$ cat src/rtl/alu_pkg.sv
// Shared ALU definitions: logic-unit opcodes and the output-buffer occupancy states.
package alu_pkg;

    localparam logic [2:0] LOGIC_AND  = 3'b000;
    localparam logic [2:0] LOGIC_OR   = 3'b001;
    localparam logic [2:0] LOGIC_NAND = 3'b010;
    localparam logic [2:0] LOGIC_NOR  = 3'b011;
    localparam logic [2:0] LOGIC_XOR  = 3'b100;
    localparam logic [2:0] LOGIC_XNOR = 3'b101;
    localparam logic [2:0] LOGIC_ANDN = 3'b110;
    localparam logic [2:0] LOGIC_NOTA = 3'b111;

    typedef enum logic [1:0] {
        ST_EMPTY = 2'd0,
        ST_ONE   = 2'd1,
        ST_FULL  = 2'd2
    } occ_state_e;

endpackage

$ cat src/rtl/logic_unit_pipe_core.sv
// Purely combinational bitwise compute: opcode decode, result, zero flag and
// (with LOGIC_UNIT_PIPE_PARITY_EN) the even-parity bit of the result.
module logic_unit_core
    import alu_pkg::*;
#(
    parameter int WIDTH = 8
) (
    input  logic [WIDTH-1:0] a_i,
    input  logic [WIDTH-1:0] b_i,
    input  logic [2:0]       fun_i,
    output logic [WIDTH-1:0] result_o,
`ifdef LOGIC_UNIT_PIPE_PARITY_EN
    output logic             parity_o,
`endif
    output logic             zero_o
);

`ifdef LOGIC_UNIT_PIPE_PARITY_EN
    function automatic logic calc_parity(input logic [WIDTH-1:0] value);
        return ^value;
    endfunction

    assign parity_o = calc_parity(result_o);
`endif

    // Opcode decode into the WIDTH-bit result.
    always_comb begin
        result_o = {WIDTH{1'b0}};
        case (fun_i)
            LOGIC_AND:  result_o = a_i & b_i;
            LOGIC_OR:   result_o = a_i | b_i;
            LOGIC_NAND: result_o = ~(a_i & b_i);
            LOGIC_NOR:  result_o = ~(a_i | b_i);
            LOGIC_XOR:  result_o = a_i ^ b_i;
            LOGIC_XNOR: result_o = ~(a_i ^ b_i);
            LOGIC_ANDN: result_o = a_i & ~b_i;
            LOGIC_NOTA: result_o = ~a_i;
            default:    result_o = {WIDTH{1'b0}};
        endcase
    end

    assign zero_o = (result_o == {WIDTH{1'b0}});

endmodule

$ cat src/rtl/logic_unit_pipe.sv
// Handshaked logic unit with a 2-entry output buffer (head/tail registers).
// Optional macro LOGIC_UNIT_PIPE_PARITY_EN adds a per-entry parity bit on Logic_Parity.
module logic_unit_pipe
    import alu_pkg::*;
#(
    parameter int WIDTH = 8,
    parameter int DEPTH = 2
) (
    input  logic             CLK,
    input  logic             RST,
    input  logic             in_valid,
    output logic             in_ready,
    input  logic [WIDTH-1:0] A,
    input  logic [WIDTH-1:0] B,
    input  logic [2:0]       ALU_FUN,
    output logic             out_valid,
    input  logic             out_ready,
    output logic [WIDTH-1:0] Logic_OUT,
    output logic             Logic_Zero,
`ifdef LOGIC_UNIT_PIPE_PARITY_EN
    output logic             Logic_Parity,
`endif
    output logic             Logic_Flag
);

    generate
        if (DEPTH != 2) begin : g_bad_depth
            $error("logic_unit_pipe: DEPTH must be 2");
        end
    endgenerate

    logic [WIDTH-1:0] core_result_s;
    logic             core_zero_s;

    occ_state_e       state_q, state_d;
    logic             in_ready_q, in_ready_d;
    logic [WIDTH-1:0] head_data_q, head_data_d;
    logic             head_zero_q, head_zero_d;
    logic [WIDTH-1:0] tail_data_q, tail_data_d;
    logic             tail_zero_q, tail_zero_d;
    logic             accept_s;
    logic             drain_s;

`ifdef LOGIC_UNIT_PIPE_PARITY_EN
    logic             core_parity_s;
    logic             head_par_q, head_par_d;
    logic             tail_par_q, tail_par_d;
`endif

    logic_unit_core #(
        .WIDTH (WIDTH)
    ) u_core (
        .a_i      (A),
        .b_i      (B),
        .fun_i    (ALU_FUN),
        .result_o (core_result_s),
`ifdef LOGIC_UNIT_PIPE_PARITY_EN
        .parity_o (core_parity_s),
`endif
        .zero_o   (core_zero_s)
    );

    // in_ready is registered from state so out_ready never reaches it combinationally.
    assign accept_s = in_valid && in_ready_q;
    assign drain_s  = (state_q != ST_EMPTY) && out_ready;

    // Occupancy next-state and head/tail buffer updates; vacated slots clear to zero.
    always_comb begin
        state_d     = state_q;
        head_data_d = head_data_q;
        head_zero_d = head_zero_q;
        tail_data_d = tail_data_q;
        tail_zero_d = tail_zero_q;
`ifdef LOGIC_UNIT_PIPE_PARITY_EN
        head_par_d  = head_par_q;
        tail_par_d  = tail_par_q;
`endif
        case (state_q)
            ST_EMPTY: begin
                if (accept_s) begin
                    state_d     = ST_ONE;
                    head_data_d = core_result_s;
                    head_zero_d = core_zero_s;
`ifdef LOGIC_UNIT_PIPE_PARITY_EN
                    head_par_d  = core_parity_s;
`endif
                end else begin
                    state_d = ST_EMPTY;
                end
            end
            ST_ONE: begin
                if (accept_s && drain_s) begin
                    head_data_d = core_result_s;
                    head_zero_d = core_zero_s;
`ifdef LOGIC_UNIT_PIPE_PARITY_EN
                    head_par_d  = core_parity_s;
`endif
                end else if (accept_s) begin
                    state_d     = ST_FULL;
                    tail_data_d = core_result_s;
                    tail_zero_d = core_zero_s;
`ifdef LOGIC_UNIT_PIPE_PARITY_EN
                    tail_par_d  = core_parity_s;
`endif
                end else if (drain_s) begin
                    state_d     = ST_EMPTY;
                    head_data_d = {WIDTH{1'b0}};
                    head_zero_d = 1'b0;
`ifdef LOGIC_UNIT_PIPE_PARITY_EN
                    head_par_d  = 1'b0;
`endif
                end else begin
                    state_d = ST_ONE;
                end
            end
            ST_FULL: begin
                if (drain_s) begin
                    state_d     = ST_ONE;
                    head_data_d = tail_data_q;
                    head_zero_d = tail_zero_q;
                    tail_data_d = {WIDTH{1'b0}};
                    tail_zero_d = 1'b0;
`ifdef LOGIC_UNIT_PIPE_PARITY_EN
                    head_par_d  = tail_par_q;
                    tail_par_d  = 1'b0;
`endif
                end else begin
                    state_d = ST_FULL;
                end
            end
            default: begin
                state_d     = ST_EMPTY;
                head_data_d = {WIDTH{1'b0}};
                head_zero_d = 1'b0;
                tail_data_d = {WIDTH{1'b0}};
                tail_zero_d = 1'b0;
`ifdef LOGIC_UNIT_PIPE_PARITY_EN
                head_par_d  = 1'b0;
                tail_par_d  = 1'b0;
`endif
            end
        endcase
        in_ready_d = (state_d != ST_FULL);
    end

    // State and buffer registers; synchronous active-low reset empties everything.
    always_ff @(posedge CLK) begin
        if (!RST) begin
            state_q     <= ST_EMPTY;
            in_ready_q  <= 1'b0;
            head_data_q <= {WIDTH{1'b0}};
            head_zero_q <= 1'b0;
            tail_data_q <= {WIDTH{1'b0}};
            tail_zero_q <= 1'b0;
`ifdef LOGIC_UNIT_PIPE_PARITY_EN
            head_par_q  <= 1'b0;
            tail_par_q  <= 1'b0;
`endif
        end else begin
            state_q     <= state_d;
            in_ready_q  <= in_ready_d;
            head_data_q <= head_data_d;
            head_zero_q <= head_zero_d;
            tail_data_q <= tail_data_d;
            tail_zero_q <= tail_zero_d;
`ifdef LOGIC_UNIT_PIPE_PARITY_EN
            head_par_q  <= head_par_d;
            tail_par_q  <= tail_par_d;
`endif
        end
    end

    assign in_ready   = in_ready_q;
    assign out_valid  = (state_q != ST_EMPTY);
    assign Logic_Flag = (state_q != ST_EMPTY);
    assign Logic_OUT  = head_data_q;
    assign Logic_Zero = head_zero_q;
`ifdef LOGIC_UNIT_PIPE_PARITY_EN
    assign Logic_Parity = head_par_q;
`endif

endmodule

$ cat config.mk
export PLATFORM = sky130hd
export DESIGN_NAME = logic_unit_pipe
export DESIGN_NICKNAME = d
export VERILOG_FILES = /design/src/rtl/alu_pkg.sv /design/src/rtl/logic_unit_pipe_core.sv /design/src/rtl/logic_unit_pipe.sv
export SDC_FILE = /design/constraint.sdc
export NUM_CORES = 1
export LEC_CHECK = 0
export CAP_MARGIN = 20
export CELL_PAD_IN_SITES_DETAIL_PLACEMENT = 1
export CELL_PAD_IN_SITES_GLOBAL_PLACEMENT = 2
export CORE_ASPECT_RATIO = 1.2
export CORE_UTILIZATION = 31
export CTS_CLUSTER_SIZE = 16
export DETAILED_ROUTE_END_ITERATION = 8
export GPL_TIMING_DRIVEN = 0
export PLACE_DENSITY_LB_ADDON = 0.25
export SYNTH_ARGS = -nofsm -noshare
export SYNTH_HDL_FRONTEND = slang
export SYNTH_SLANG_ARGS = --single-unit
export TNS_END_PERCENT = 10
$ cat constraint.sdc
create_clock -name CLK -period 2.7 [get_ports CLK]
set_input_delay 0.675 -clock CLK [delete_from_list [all_inputs] [get_ports CLK]]
set_output_delay 0.675 -clock CLK [all_outputs]
set_load 0.05 [all_outputs]
# == Word level (Yosys, flattened, before mapping) ==
# Index checks and enable logic that the tools add are counted.
# word_totals
ff_bits,21
# op_classes
n_eq_ne,16
n_mux,23
bitwise,10
n_reduce_logical,9
# ops
cell,n
$pmux 8 s8,1
$mux 8,6
$pmux 8 s3,2
$not 8->8,5
$and 8x8->8,2
$eq 3x3->1 const B,4
$ne 2x2->1 const B,5
$logic_not 8->1,1
$mux 1,8
$or 8x8->8,1
$reduce_and 4->1,2
$xor 8x8->8,1
$eq 3x2->1 const B,2
$mux 2,3
$ne 3x3->1 const B,2
$pmux 1 s3,2
$pmux 2 s3,1
$eq 3x1->1 const B,1
$logic_and 1x1->1,3
$logic_not 3->1,1
$eq 2x1->1 const B,1
$eq 2x2->1 const B,1
$logic_not 2->1,1
$reduce_bool 2->1,1
$not 1->1,1

# == Depth between registers and ports, before layout ==
# Gate-level depths: netlist (run 1).
# logic_depth
word_depth,7
ltp_mapped,9
ltp_nobuf,8

# == Cells and area by module ==
# Synthesis (run 1) repeated with hierarchy kept, for this count alone.
# hier_totals
cells_unflattened,268
hier_area_um2,2158.3
# by_module_without_submodules
mod,instances,cells_per_inst,area_each_um2,seq_area_each_um2
logic_unit_pipe,1,127,1178.6,420.4
logic_unit_core,1,141,979.7,0.0

# == Least setup slack after synthesis (run 1) ==
# OpenSTA, ideal clock, no wires.
# synth_path
path_type,input to register
start,input A[5]
end,"register head_zero_q, in the netlist Logic_Zero"
setup_time_ps,79
arrival_time_ps,2211
t_required_ps,2621
setup_slack_ps,410
stages,7
cell_sequence,inv_1 ha_1 mux4_2 and2_4 a2111oi_4 nand4b_2 a211oi_2
# synth_between
elab_chain_len,6
elab_cells_between_ends,13
cone_classes,mux: 4; bitwise: 8; reduce/logical: 1
# synth_lines
item,line,text
"start, declared",logic_unit_pipe.sv:13,"input logic [WIDTH-1:0] A,"
"$xor 8x8->8, or another cell as far along","logic_unit_pipe_core.sv:34, logic_unit_pipe_core.sv:35",
"$not 8->8, on equally long branches","logic_unit_pipe_core.sv:35, logic_unit_pipe_core.sv:32, logic_unit_pipe_core.sv:33",
$pmux 8 s8 *,logic_unit_pipe_core.sv:29,case (fun_i)
$logic_not 8->1 *,logic_unit_pipe_core.sv:42,assign zero_o = (result_o == {WIDTH{1'b0}});
"$mux 1, on equally long branches","logic_unit_pipe.sv:92, logic_unit_pipe.sv:80",
$pmux 1 s3 *,logic_unit_pipe.sv:78,case (state_q)
"end signal, assigned",logic_unit_pipe.sv:163,head_zero_q <= head_zero_d;
"end, declared",logic_unit_pipe.sv:38,"logic head_zero_q, head_zero_d;"
# Mark *: on every way between the ends. The rest lies on a longest branch, timed or not. The select of a mux whose other input is x is not followed.
# A chain may end at the register's enable or synchronous reset.

# == Worst setup path in the final report (run 1) ==
# layout_path
start,input B[5]
end,register tail_zero_q
# layout_between
elab_chain_len,7
elab_cells_between_ends,13
cone_classes,mux: 4; bitwise: 8; reduce/logical: 1
# layout_lines
item,line,text
"start, declared",logic_unit_pipe.sv:14,"input logic [WIDTH-1:0] B,"
"$not 8->8, or another cell as far along",logic_unit_pipe_core.sv:36,LOGIC_ANDN: result_o = a_i & ~b_i;
"$and 8x8->8, or another cell as far along",logic_unit_pipe_core.sv:36,
$pmux 8 s8 *,logic_unit_pipe_core.sv:29,
$logic_not 8->1 *,logic_unit_pipe_core.sv:42,
$mux 1 *,logic_unit_pipe.sv:98,end else if (accept_s) begin
$mux 1 *,logic_unit_pipe.sv:92,if (accept_s && drain_s) begin
$pmux 1 s3 *,logic_unit_pipe.sv:78,
"end signal, assigned",logic_unit_pipe.sv:165,tail_zero_q <= tail_zero_d;
"end, declared",logic_unit_pipe.sv:40,"logic tail_zero_q, tail_zero_d;"
# Marks and branches as above.

==> flow_summary.toml, run 1 <==
[timing]
relSlewSlack = 0.630
max_freq_mhz = 390
worst_pin_slew_ps = 552
fin_skew_ps = 3.36
rsz0062_at_grt = "no"
setup_tns_ps = 0
hold_viol = 0
worst_slack_ps = 134
timing.hold.ws_ps = 451
report.final.slew_viol_count = 0
finalSetupViolCount = 0
period_needed_ps = 2570
post-route-period-util = 0.950

[floorplan]
coreArea_um2 = 6450
die_y_um = 91.4
num_rows = 32
start_util = 0.320
dieArea_um2 = 6990
pin_count = 35
dieWidth_um = 76.5

[cells_and_area]
drive_gt1_frac = 0.101
nets = 345
post-route-util = 0.400
n_fill_cell = 795
final_cell_mix = "inv_1, nor2_1, ha_1, dfxtp_1, clkdlybuf4s50_1"
n_antenna_cell = 0
area_delta_synth_final_pct = 25.0

[critical_path]
r2r.worst_path.cells = 5
worst_ep_required_time_ps = 2870
path_depth = 8
r2r_start = "state_q[0]"
startpoint = "B[5]"
path_max_fanout = 3
slowest_delay_ps = 480
start_kind = "input pin"
path_cells = "clkdlybuf4s50_1 -> inv_1 -> ha_2 -> mux4_2 -> and2_4 -> a2111oi_4 -> nand4b_4 -> o41ai_2"
crit_family = "buffers and inverters"
arrival_ps = 2730
path_class = "in -> reg"
cpMaxStageDelayCell = "clkdlybuf4s50_1"
cp-end-kind = "flip-flop"
crit_buf_inv = 2

[placed_design]
hpwl_mm = 4.42
dp_slack_ps = -281
portBuffers = 31
place_congestion = 0.759

[drt]
wl_per_cell_um = 14.2
met3WireLength_um = 68
drtIter0Drc = 85
dr.max_layer_used = "met4"
viasPerCell = 5.23
wl_met2_mm = 2.70
antenna_left = 0
wirelength_mm = 5.43
dr.pass1.iters = 4
vias = 1997
wl_met1_mm = 2.61
post-route-drc-count = 0

[global_route]
grt_pass1_wl_mm = 9.55
grt_max_degree = 13
grt_antenna_before_repair = 0
track_usage = 0.165
first_global_vias = 1999
grt-ovfl-total = 0

[logic_synthesis]
synth_area_leaders = "dfxtp_1, ha_1, mux2i_1"
syn_nets = 308
avgSynthCellArea_um2 = 7.91
seq_area_frac_synth = 0.204
synth_area_leader_cell = "dfxtp_1"
yosysUniqueCellTypes = 54
ys_seq_elements = 21
syn_inst = 261
syn-cell-area_um2 = 2060
yosys_warnings = 0
ys.flop_type = "dfxtp_1"
synth_top_area_frac = 0.204
async_reset_ff_frac = 0
synth_edf_count = 0

[power_and_ir_drop]
power-per-cell-area_nw_per_um2 = 350
ir_worst_vdd_mv = 0.135
power.leakage_nw = 1.15

[clock_tree]
insertion_delay_ps = 260
cts_buffer_depth = 2
clk_pin_slew_ps = 80
cts.sinks = 21
cts_buffers = 3
cts_root_buf = "clkbuf_8"
cts_hold_buffers = 0
htree_num_levels = 1
cts_tree = "yes"

[min_path]
worstHoldPathType = "reg -> reg"
whs_path_depth = 2
worstHoldStart = "Logic_OUT[7]"

[run_status]
outcome = "completed"

[flow_run]
drv_cap = 0
Yosys cell counts (all sizes together), types with 2 or more instances:
cell and number:
a21o 2, nand2 18, buf 7, nor2 23, and3 3, o311ai 3
a31oi 4, nand3b 2, xnor2 6, inv 25, nand3 5, nand2b 2
o211ai 6, o221ai 3, a221oi 3, clkbuf 10, nor3 8, a22oi 6
and2 4, o21ai 14, a221o 2, a32oi 3, nor2b 3, or2 2
dfxtp 21, mux2i 14, a21oi 18, ha 24, mux2 4
flip-flops by register name, indices dropped and copies added, names as in the netlist:
register,cells
in_ready,1
Logic_Zero,1
Logic_OUT,8
tail_data_q,8
tail_zero_q,1
state_q,2
final cells by class:
type                            instances  area, um2  area share
Buffer                                 17       87.6      0.0339
Clock buffer                            3       41.3      0.0160
Clock inverter                          1       5.00     0.00194
Inverter                               26       97.6      0.0378
Multi-Input combinational cell        197       1490       0.576
Sequential cell                        21        420       0.163
Tap cell                               85        106      0.0412
Timing Repair Buffer                   32        335       0.130
layer usage:
layer	up-vias	track usage
met5	-	0
li1	1004	-
met4	0	0.0481
met1	964	0.206
met3	4	0.0121
met2	25	0.300
path summary, 6_finish.rpt:
kind	to	slack, ps
setup / recovery	tail_zero_q	130
hold / removal	Logic_OUT[7]	450
setup reg to reg	Logic_OUT[4]	1000
hold reg to reg	Logic_OUT[7]	450
worst reg2reg max path: cells and delay by family, from the launching register on:
family / cells / cell delay, ps
buf+inv: 1 / 430
compound gates: 3 / 590
simple gates: 1 / 140
flops: 1 / 450
per-stage QoR:
stage	area (um2)	std cells	power, mW
floorplan	2060	261	0.579
global placement	2480	377	0.692
detailed placement	2480	377	0.696
CTS	2520	381	0.907
global route	2580	382	0.961
finish	2580	382	0.903
power by group:
part           switching [mW]  internal [mW]  leakage, nW
clock network           0.108          0.103       0.0255
logic                   0.214          0.148        0.952
registers             0.00843          0.322        0.171
total                   0.330          0.573         1.15
logic make-up (layout without fill, tap and decap cells):
family | Yosys count | in the layout | share of synthesized area
buffers and inverters | 43 | 79 | 0.0861
muxes | 19 | 19 | 0.101
AOI/OAI and AO/OA | 74 | 74 | 0.260
xor gates and xnor gates | 6 | 6 | 0.0255
DFF | 21 | 21 | 0.204
and+or+nand+nor | 74 | 74 | 0.178
adders and majority gates | 24 | 24 | 0.146
what timing repair did:
item | in CTS | in global routing
setup endpoints to repair | 3 | 3
gates cloned | 0 | 0
pin swaps | 1 | 4
gates resized for setup | 2 | 18
buffers inserted | 0 | 1
No activity file was read; power rests on OpenSTA's default activity.
==> run 2: changes to the inputs <==
- ABC_AREA: default -> 1
- CAP_MARGIN: 20 -> default
- CORE_ASPECT_RATIO: 1.2 -> 0.9
- CORE_UTILIZATION: 31 -> 28
==> flow_summary.toml, run 2 <==
[clock_tree]
cts_root_buf = "clkbuf_8"
insertion_delay_ps = 270
cts_buffers = 3
clk_pin_slew_ps = 80
cts_buffer_depth = 2
htree_num_levels = 1
cts.sinks = 21
cts_tree = "yes"

[global_route]
use_met3 = 0.0290
grt_antenna_before_repair = 0
use_met1 = 0.246
grt_pass1_wl_mm = 11.5
track_usage = 0.181
gr-usage-met2 = 0.301
grt_busiest_layer = "met2"
grt_max_degree = 13
grt-ovfl-total = 0
first_global_vias = 2398

[timing]
setup_tns_ps = 0
max_freq_mhz = 404
hold_viol = 0
period_needed_ps = 2480
post-route-period-util = 0.917
worst_slack_ps = 223
finalSetupViolCount = 0
worst_pin_slew_ps = 1030
relSlewSlack = 0.307
report.final.slew_viol_count = 0
rsz0062_at_grt = "yes"
fin_skew_ps = 4.33

[logic_synthesis]
yosys_warnings = 0
synth_edf_count = 0
yosysUniqueCellTypes = 22
synth_top_area_frac = 0.205
syn-cell-area_um2 = 2130
seq_area_frac_synth = 0.198
yosysMostFrequentCell = "nand2_1"
syn_nets = 403
async_reset_ff_frac = 0
synth_area_leaders = "nand2_1, dfxtp_1, ha_1"
syn_inst = 356
synth_area_leader_cell = "nand2_1"
ys.flop_type = "dfxtp_1"
ys_seq_elements = 21
avgSynthCellArea_um2 = 5.97
synth_common_cells = "nand2_1, inv_1, nand3_1, nor2_1, ha_1"

[critical_path]
cp-end-kind = "flip-flop"
worst_ep_required_time_ps = 2900
path_class = "in -> reg"
path_max_fanout = 3
start_kind = "input pin"
arrival_ps = 2670

[floorplan]
dieArea_um2 = 7950
start_util = 0.296
die_y_um = 84.7
pin_count = 35
dieWidth_um = 93.9
num_rows = 29
coreArea_um2 = 7180

[placed_design]
hpwl_mm = 5.19
dp_slack_ps = -246
place_congestion = 0.820
portBuffers = 33

[power_and_ir_drop]
pwr-share-comb = 0.399
power.leakage_nw = 1.33
power-per-cell-area_nw_per_um2 = 340
p_clk_frac = 0.236
swShare = 0.387
p_sw_mw = 0.349
p_seq_frac = 0.364
ir_worst_vdd_mv = 0.196
intPower_mw = 0.554

[flow_run]
drv_cap = 0

[drt]
drtIter0Drc = 84
wl_per_cell_um = 13.7
antenna_left = 0
wirelength_mm = 6.66
post-route-drc-count = 0
dr.pass1.iters = 4
vias = 2355
viasPerCell = 4.84

[cells_and_area]
area_delta_synth_final_pct = 24.7
n_fill_cell = 968
final_cell_mix = "nand2_1, inv_1, nand3_1, nor2_1, clkdlybuf4s50_1"
nets = 442
n_antenna_cell = 0
final_common_cell = "nand2_1"
drive_gt1_frac = 0.0761

[min_path]
worstHoldPathType = "reg -> reg"

[run_status]
outcome = "completed"
run 2: cell types whose count changed after synthesis, sizes merged, moves of 5 or more:
cell | before | now
nand3 | 5 | 30
nand4 | 1 | 19
xnor2 | 6 | 0
clkbuf | 10 | 4
nand2 | 18 | 117
nor2 | 23 | 34
o21ai | 14 | 8
mux2i | 14 | 0
a22oi | 6 | 0
nand3b | 2 | 7
inv | 25 | 47
run 2: worst max-delay path, stage by stage:
cell and delay [ps]:
clkdlybuf4s50_1 480, inv_1 70, ha_1 290, inv_1 40, nand3_1 70, nand2_1 60
nor2_1 130, nand2_1 60, nand2_1 120, nand2_1 80, nor2_2 150, nand3_1 90
nand2_1 70, inv_1 40, nand2_1 50, nand2_1 60, a21oi_1 110
run 2: power by group through the flow:
| stage | Clock, mW | Combinational [mW] | Sequential (mW) |
|---|---|---|---|
| 3_5_place_dp | 0 | 0.359 | 0.337 |
| 4_1_cts | 0.221 | 0.360 | 0.329 |
| 6_report | 0.213 | 0.361 | 0.329 |
| 5_1_grt | 0.229 | 0.403 | 0.331 |
| 2_1_floorplan | 0 | 0.195 | 0.373 |
| 3_3_place_gp | 0 | 0.353 | 0.336 |
run 2: final cells by class:
class                   count  area [um2]  share of cell area
plain buffers              15        90.1              0.0340
flip-flops and latches     21         420               0.158
inverters                  49         184              0.0693
well taps                  93         116              0.0439
multi-input cells         271        1450               0.545
repair buffers             34         349               0.132
clock buffers               3        41.3              0.0156
clock inverters             1        5.00             0.00189
run 2: routing by layer:
| layer | vias up | routed length, um |
|---|---|---|
| li1 | 1223 | - |
| met1 | 1109 | 3400 |
| met2 | 19 | 3090 |
| met3 | 4 | 131 |
| met4 | 0 | 37 |
| met5 | - | 0 |
run 2: cell families (layout without fill, tap and decap cells):
family | after synthesis | count (layout) | synth area share
AND/OR/NAND/NOR | 211 | 211 | 0.440
adder cells (fa/ha/maj) | 24 | 24 | 0.141
AO/OA/AOI/OAI | 36 | 36 | 0.0941
buffers and inverters | 64 | 102 | 0.127
flip-flops | 21 | 21 | 0.198
run 2: timing repair:
item | CTS | global route
endpoints found under the setup margin | 1 | 3
hold buffers | 0 | 0
resized for setup | 1 | 10
hold endpoints to repair | 0 | 0
gates cloned | 0 | 0
pin swaps | 0 | 1
setup buffers | 0 | 1
run 2: final timing paths:
path	slack [ps]	end	cells after the start	from
max reg2reg	630	tail_zero_q	7	state_q[0]
max	220	Logic_Zero	17	B[2]
min	470	Logic_OUT[3]	2	Logic_OUT[3]
min reg2reg	470	Logic_OUT[3]	2	Logic_OUT[3]
run 2: per-stage QoR:
stage / cell area (um2) / hold slack [ps] / util / power (mW) / cells
2_1_floorplan: 2130 / 445 / - / 0.567 / 356
3_3_place_gp: 2570 / 453 / 0.358 / 0.689 / 482
3_5_place_dp: 2570 / 461 / 0.358 / 0.696 / 482
4_1_cts: 2620 / 473 / 0.365 / 0.910 / 486
5_1_grt: 2650 / 482 / 0.369 / 0.964 / 487
6_report: 2650 / 468 / 0.369 / 0.903 / 487
==> run 3: changes to the inputs <==
- CORE_MARGIN: default -> 2
==> flow_summary.toml, run 3 (same netlist as run 2, synthesis figures left out) <==
[floorplan]
dieArea_um2 = 8310
start_util = 0.285
dieWidth_um = 95.9
pin_count = 35
num_rows = 30
die_y_um = 86.7
coreArea_um2 = 7470

[power_and_ir_drop]
ir_worst_vdd_mv = 0.161
total_power_mw = 0.905
power.leakage_nw = 1.32
power-per-cell-area_nw_per_um2 = 340

[global_route]
first_global_vias = 2432
grt-ovfl-total = 0
grt_antenna_before_repair = 0
grt_pass1_wl_mm = 11.4
track_usage = 0.173
grt_max_degree = 13

[timing]
relSlewSlack = 0.190
report.final.slew_viol_count = 0
rsz0062_at_grt = "no"
period_needed_ps = 2490
finalSetupViolCount = 0
worst_pin_slew_ps = 1210
fin_skew_ps = 1.93
max_freq_mhz = 401
post-route-period-util = 0.923
setup_tns_ps = 0
hold_viol = 0

[clock_tree]
cts_tree = "yes"
cts.sinks = 21
cts_buffers = 3
cts_buffer_depth = 2
htree_num_levels = 1
clk_pin_slew_ps = 80
insertion_delay_ps = 270
cts_root_buf = "clkbuf_8"

[cells_and_area]
n_antenna_cell = 0
instances_no_fill = 492
post-route-util = 0.356
final_common_cell = "nand2_1"
drive_gt1_frac = 0.0758
area_delta_synth_final_pct = 24.9
final_cell_mix = "nand2_1, inv_1, nand3_1, clkdlybuf4s50_1, nor2_1"
finish.instance_area_um2 = 2660
nets = 444
n_fill_cell = 1010

[placed_design]
dp_cells = 485
place_congestion = 0.769
hpwl_mm = 5.08
post_dp_cell_area_um2 = 2580
portBuffers = 33

[critical_path]
cp-end-kind = "flip-flop"
start_kind = "input pin"
arrival_ps = 2690
worst_ep_required_time_ps = 2900
path_max_fanout = 3
path_class = "in -> reg"

[drt]
dr.pass1.iters = 4
antenna_left = 0
drtIter0Drc = 56
post-route-drc-count = 0
wl_per_cell_um = 13.5
viasPerCell = 4.75
vias = 2339
wirelength_mm = 6.64

[run_status]
outcome = "completed"

[min_path]
worstHoldPathType = "reg -> reg"

[flow_run]
drv_cap = 0
-- run 3: cell types whose count changed in the layout (fill, tap and decap cells not counted), sizes merged --
| cell | before | now |
|---|---|---|
| dlymetal6s2s | 5 | 3 |
| clkdlybuf4s50 | 27 | 29 |
| buf | 12 | 14 |
-- run 3: cell type report --
cell class / instances / area [um2] / area share
Inverter: 49 / 184 / 0.0692
Clock buffer: 3 / 41.3 / 0.0155
Clock inverter: 1 / 5.00 / 0.00188
Sequential cell: 21 / 420 / 0.158
Tap cell: 96 / 120 / 0.0452
Timing Repair Buffer: 36 / 359 / 0.135
Buffer: 15 / 86.3 / 0.0325
Multi-Input combinational cell: 271 / 1440 / 0.542
-- run 3: what timing repair did --
item,4_1_cts,5_1_grt
setup buffers,0,3
hold buffers,0,0
pin swaps,0,1
gates resized for setup,1,5
endpoints found under the setup margin,1,3
-- run 3: final timing paths --
| check | start | endpoint | slack [ps] | cells after the start |
|---|---|---|---|---|
| hold / removal | Logic_OUT[4] | Logic_OUT[4] | 470 | 2 |
| hold reg to reg | Logic_OUT[4] | Logic_OUT[4] | 470 | 2 |
| setup / recovery | A[1] | Logic_Zero | 210 | 17 |
| setup reg to reg | state_q[0] | Logic_OUT[6] | 580 | 7 |
-- run 3: through the flow --
step	hold slack (ps)	worst slack [ps]
after detailed placement	458	-179
after floorplan	445	716
after global routing	487	5.08
after global placement	453	-163
final	468	209
after CTS	472	47.3
-- run 3: metal layers --
metal  global-route usage  part of all wire
met5                    0                 0
met4               0.0260            0.0090
met3               0.0235             0.022
met2                0.288              0.45
met1                0.242              0.52
-- run 3: worst max-delay path, stage by stage --
cell             delay (ps)
clkdlybuf4s50_1         500
inv_1                    70
ha_1                    300
inv_1                    40
nand4_1                  70
nand2_1                  50
nor2_1                  130
nand2_1                  80
nand2_1                 120
nand2_1                 110
nor2_4                  140
nand3_1                  80
nand2_1                  60
inv_1                    40
nand2_1                  40
nand2_1                  60
a21oi_1                 110
-- run 3: power by group --
| part | switching, mW | total [mW] | internal (mW) | leakage (nW) |
|---|---|---|---|---|
| registers | 0.00626 | 0.329 | 0.323 | 0.171 |
| clock network | 0.114 | 0.217 | 0.103 | 0.0255 |
| logic | 0.230 | 0.359 | 0.128 | 1.13 |
